===== src/rtl/fifo_pkg.sv =====
// Shared FIFO defaults and the occupancy-count width helper used by the design and benches.
package fifo_pkg;

  localparam int unsigned FIFO_WIDTH = 8;
  localparam int unsigned FIFO_DEPTH = 256;

  // Count needs one extra bit over the pointer so that DEPTH itself is representable.
  function automatic int unsigned cnt_width(input int unsigned depth);
    return $clog2(depth) + 1;
  endfunction

  localparam int unsigned FIFO_CNT_W = cnt_width(FIFO_DEPTH);

endpackage


===== src/rtl/RAM_2Port.sv =====
// Simple dual-port RAM: one write port, one registered read port whose output register can be reset.
// Array contents are never cleared; only the read output register is.
module RAM_2Port #(
  parameter int unsigned WIDTH = 8,
  parameter int unsigned DEPTH = 256
) (
  input  logic                     i_wr_clk,
  input  logic                     i_wr_en,
  input  logic [$clog2(DEPTH)-1:0] i_wr_addr,
  input  logic [WIDTH-1:0]         i_wr_data,
  input  logic                     i_rd_clk,
  input  logic                     i_rd_rst,
  input  logic                     i_rd_en,
  input  logic [$clog2(DEPTH)-1:0] i_rd_addr,
  output logic [WIDTH-1:0]         o_rd_data
);

  logic [WIDTH-1:0] mem [DEPTH];

  always_ff @(posedge i_wr_clk) begin
    if (i_wr_en) begin
      mem[i_wr_addr] <= i_wr_data;
    end
  end

  // Output register holds its value between reads.
  always_ff @(posedge i_rd_clk) begin
    if (i_rd_rst) begin
      o_rd_data <= '0;
    end else if (i_rd_en) begin
      o_rd_data <= mem[i_rd_addr];
    end
  end

endmodule


===== src/rtl/fifo_sync.sv =====
// Single-clock FIFO with live almost-full/almost-empty thresholds and one-cycle read latency.
// Optional sticky overflow/underflow outputs when FIFO_SYNC_ERR_FLAGS_EN is defined.
module fifo_sync
  import fifo_pkg::*;
#(
  parameter int unsigned WIDTH = FIFO_WIDTH,
  parameter int unsigned DEPTH = FIFO_DEPTH
) (
  input  logic                        i_clk,
  input  logic                        i_rst,
  input  logic                        i_wr_dv,
  input  logic [WIDTH-1:0]            i_wr_data,
  input  logic [cnt_width(DEPTH)-1:0] i_af_level,
  output logic                        o_af_flag,
  output logic                        o_full,
  input  logic                        i_rd_en,
  input  logic [cnt_width(DEPTH)-1:0] i_ae_level,
  output logic                        o_ae_flag,
  output logic                        o_empty,
  output logic                        o_rd_dv,
  output logic [WIDTH-1:0]            o_rd_data
`ifdef FIFO_SYNC_ERR_FLAGS_EN
  ,
  output logic                        o_overflow,
  output logic                        o_underflow
`endif
);

  localparam int unsigned PTR_W = $clog2(DEPTH);
  localparam int unsigned CNT_W = cnt_width(DEPTH);

  logic [PTR_W-1:0] wr_ptr;
  logic [PTR_W-1:0] rd_ptr;
  logic [CNT_W-1:0] count;
  logic             rd_dv_q;
  logic             wr_acc;
  logic             rd_acc;

  // Status flags come from the registered count; thresholds are compared live.
  assign o_full    = (count == CNT_W'(DEPTH));
  assign o_empty   = (count == '0);
  assign o_af_flag = (count >= i_af_level);
  assign o_ae_flag = (count <= i_ae_level);

  assign wr_acc = i_wr_dv & ~o_full;
  assign rd_acc = i_rd_en & ~o_empty;

  always_ff @(posedge i_clk) begin
    if (i_rst) begin
      wr_ptr  <= '0;
      rd_ptr  <= '0;
      count   <= '0;
      rd_dv_q <= 1'b0;
    end else begin
      rd_dv_q <= rd_acc;
      if (wr_acc) begin
        wr_ptr <= wr_ptr + PTR_W'(1);
      end
      if (rd_acc) begin
        rd_ptr <= rd_ptr + PTR_W'(1);
      end
      case ({wr_acc, rd_acc})
        2'b10:   count <= count + CNT_W'(1);
        2'b01:   count <= count - CNT_W'(1);
        default: count <= count;
      endcase
    end
  end

  // A read accepted just before reset never surfaces as valid data.
  assign o_rd_dv = rd_dv_q & ~i_rst;

  RAM_2Port #(
    .WIDTH (WIDTH),
    .DEPTH (DEPTH)
  ) u_ram (
    .i_wr_clk  (i_clk),
    .i_wr_en   (wr_acc & ~i_rst),
    .i_wr_addr (wr_ptr),
    .i_wr_data (i_wr_data),
    .i_rd_clk  (i_clk),
    .i_rd_rst  (i_rst),
    .i_rd_en   (rd_acc & ~i_rst),
    .i_rd_addr (rd_ptr),
    .o_rd_data (o_rd_data)
  );

`ifdef FIFO_SYNC_ERR_FLAGS_EN
  // Sticky error flags: set by a dropped write or ignored read, cleared only by reset.
  always_ff @(posedge i_clk) begin
    if (i_rst) begin
      o_overflow  <= 1'b0;
      o_underflow <= 1'b0;
    end else begin
      if (i_wr_dv && o_full) begin
        o_overflow <= 1'b1;
      end
      if (i_rd_en && o_empty) begin
        o_underflow <= 1'b1;
      end
    end
  end
`else
  // Error tracking is not built in this configuration.
`endif

endmodule

===== config.mk =====
export PLATFORM = sky130hd
export DESIGN_NAME = fifo_sync
export DESIGN_NICKNAME = d
export VERILOG_FILES = /design/src/rtl/fifo_pkg.sv /design/src/rtl/RAM_2Port.sv /design/src/rtl/fifo_sync.sv
export SDC_FILE = /design/constraint.sdc
export NUM_CORES = 2
export LEC_CHECK = 0
export ABC_CLOCK_PERIOD_IN_PS = 4400
export BUFFER_PORTS_ARGS = -buffer_cell sky130_fd_sc_hd__buf_2
export CAP_MARGIN = 20
export CORE_MARGIN = 5
export CORE_UTILIZATION = 52
export DETAILED_ROUTE_END_ITERATION = 8
export PLACE_DENSITY = 0.69
export SLEW_MARGIN = 40
export SYNTH_ARGS = -nofsm -noshare
export SYNTH_HDL_FRONTEND = slang
export SYNTH_HIERARCHICAL = 1
export SYNTH_SLANG_ARGS = --single-unit

===== constraint.sdc =====
create_clock -name i_clk -period 4.4 [get_ports i_clk]
set_clock_uncertainty 0.1 [all_clocks]
set_input_delay 0.22 -clock i_clk [delete_from_list [all_inputs] [get_ports i_clk]]
set_output_delay 0.22 -clock i_clk [all_outputs]
set_load 0.01 [all_outputs]

==> summary.txt <==
Worst setup path
  • Most frequent CP cell: nor3_1
  • Worst-path fanout max: 56
  • CP required: 5.08 ns
  • CP max stage delay: 0.81 ns
  • Bufs and invs on worst path: 2
  • Worst Setup Path Type: flip-flop to flip-flop
  • Setup crit start kind: flip-flop
  • Sequence of cells on the critical path: buf_12 -> buf_4 -> mux4_2 -> nor3_1 -> a2111oi_1 -> nand3_1 -> nor3_1 -> a221o_1
  • Delay-heaviest family, CP: simple AND/OR/NAND/NOR gates
  • CP endpoint kind: flip-flop
  • WP data arrival: 4.89 ns
  • Slowest cell on crit path: nor3_1

Floorplan
  • Die W: 408 um
  • CORE AREA: 158000 sq um
  • Die height: 408 um
  • Die area: 167000 sq um
  • # IOs: 43
  • Initial Util: 0.522
  • Row cnt: 146

Routing
  • Vias per inst: 6.59
  • Mean routed wirelength per cell: 33.4 um
  • Initial DRT Pass Iterations: 8
  • DRT iter0 DRCs: 6595
  • Total Wirelength: 221 mm
  • DRT antenna net count: 0
  • DRC: 0
  • Total number of vias: 43600

Clock tree
  • Worst skew pair latency: 0.84 ns
  • Clock sink total: 2082
  • CTS root buffer: clkbuf_16
  • Clk pin slew, worst setup/hold paths: 0.06 ns
  • CTS tree: yes
  • Cts bufs inserted: 203
  • CTS H-tree lvls: 4
  • CTS Buffer Depth: 3
  • Postcts setup bufs: 0

Synthesis
  • Top cells by count, synth: edfxtp_1 (2048), mux4_2 (353), nor2_1 (316)
  • EDFF count, synth: 2048
  • Most numerous cell in the Yosys netlist: edfxtp_1
  • Area contributors post-synth: edfxtp_1 (75%), mux4_2 (9.6%), mux2i_1 (3.4%)
  • Cell variety after synth: 77
  • Cell taking the most area after synthesis: edfxtp_1
  • Share of the synthesized area in the top cell type: 0.746
  • Average cell area after synthesis: 19.8 sq um
  • Syn Inst Count: 4174
  • Post-synth top flop: edfxtp_1
  • Ys async rst share: 0
  • Synthesized flop and latch total: 2082
  • Netlist Area Pre-Place: 82400 sq um
  • Yosys Warn Count: 6
  • Seq/Total Area, Yosys: 0.754
  • Synth Net Count: 4233

Final layout
  • Share of post-route cells with drive strength above 1: 0.227
  • Core Util, Final: 0.586
  • Final #Nets: 4425
  • Area Growth Syn to Fin: 12.3%
  • Final cell count without fillers: 6611

STA
  • Achievable clock frequency: 238 MHz
  • Final hold violation count: 0
  • TNS Setup: 0 ns
  • Worst-margin pin slew: 0.966 ns
  • Minimum clock period: 4.21 ns
  • Final-report setup violation count: 0
  • Slew margin rel.: 0.356
  • Worst hold slack: 0.281 ns
  • RSZ-0062 raised after global routing: no
  • Final worst-path cycle share: 0.956
  • Number of max-slew violations in the final report: 0

Job
  • Max cap viols: 0

Global route
  • Initial antenna violation count: 7
  • First-pass GRT wire length: 313 mm
  • Largest net degree at the start of global routing: 140
  • Grt ovf: 0
  • Vias in the first global route: 41900
  • GRT Total Usage: 0.262

Pwr
  • Leakage: 28.6 nW
  • Maximum VDD drop: 0.432 mV
  • Pwr dens: 519 nW/um^2

Placement
  • Hpwl dp: 141 mm
  • GPL Wtd Cong: 0.938
  • Port Buf Inserts: 42
  • Placed cells: 6219

Worst hold path
  • Worst hold path type: primary input to flip-flop

Outcome
  • Outcome: finished, final reports clean
[final timing paths]
| path | end | from | depth (start not counted) | slack [ns] |
|---|---|---|---|---|
| setup / recovery | u_ram/o_rd_data[1] | rd_ptr[1] | 8 | 0.19 |
| hold reg to reg | rd_ptr[7] | rd_ptr[7] | 2 | 0.46 |
| setup reg to reg | u_ram/o_rd_data[1] | rd_ptr[1] | 8 | 0.19 |
| hold / removal | rd_ptr[1] | i_rd_en | 6 | 0.28 |
[placed cells by master, fill, tap and decap left out, types with 58 or more instances in the layout]
cell type,count
o22ai_1,97
a21oi_1,58
mux2i_1,284
edfxtp_1,2048
mux4_2,353
buf_4,152
clkbuf_16,207
nor2_2,106
nand2_1,126
nor2_1,209
[flip-flops by register name (all words and copies together) (netlist names)]
signal and count:
rd_ptr 8, wr_ptr 8, u_ram/o_rd_data 8, u_ram/mem 2048, count 9, rd_dv_q 1
[final cells by class]
cell class,instances,area [sq um]
diodes,1,2.50
repair buffers,236,2170
multi-input cells,1815,18700
clock buffers,257,5370
inverters,28,110
flip-flops and latches,2082,62200
well taps,2072,2590
fillers,11300,65500
clock inverters,120,1380
[power breakdown]
part	internal, mW	total (mW)	switching, mW
Combinational	3.88	8.46	4.58
Sequential	21.9	22.1	0.218
Clock	10.1	17.5	7.44
Total	35.8	48.1	12.2
[layer usage]
metal | global-route usage | routed length [um] | vias to the layer above
met5 | 0 | 26 | -
met4 | 0.103 | 9750 | 4
met3 | 0.0722 | 26700 | 475
met2 | 0.390 | 100000 | 2786
met1 | 0.374 | 83800 | 22700
li1 | - | - | 17600
[per-stage QoR]
stage               worst slack (ns)  power, mW  cell area (sq um)
CTS                            0.368       48.3              92300
global route                   0.190       49.6              92600
global placement               0.220       30.8              85300
finish                         0.194       48.1              92600
detailed placement             0.396       30.9              85400
floorplan                      0.904       28.9              82400
[repair_timing]
| item | in CTS | in global routing |
|---|---|---|
| endpoints found under the hold margin | 540 | 166 |
| gates resized for setup | 0 | 0 |
| hold buffers | 10 | 2 |
[kinds of logic (layout without fill, tap and decap cells)]
group	after synthesis	count (layout)	synth area share
fa+ha+maj	29	29	0.00449
other cells	0	1	0
simple gates	657	657	0.0353
compound gates	435	435	0.0373
flops	2082	2082	0.754
buf+inv	277	641	0.0233
xor+xnor	15	15	0.00159
mux	679	679	0.144
[tightest hold or removal path: cells and delay by family]
family | cells | cell delay (ns)
buffers and inverters | 3 | 0.73
AO/OA/AOI/OAI | 2 | 0.15
AND/OR/NAND/NOR | 1 | 0.06
No activity file was read; power rests on OpenSTA's default activity.
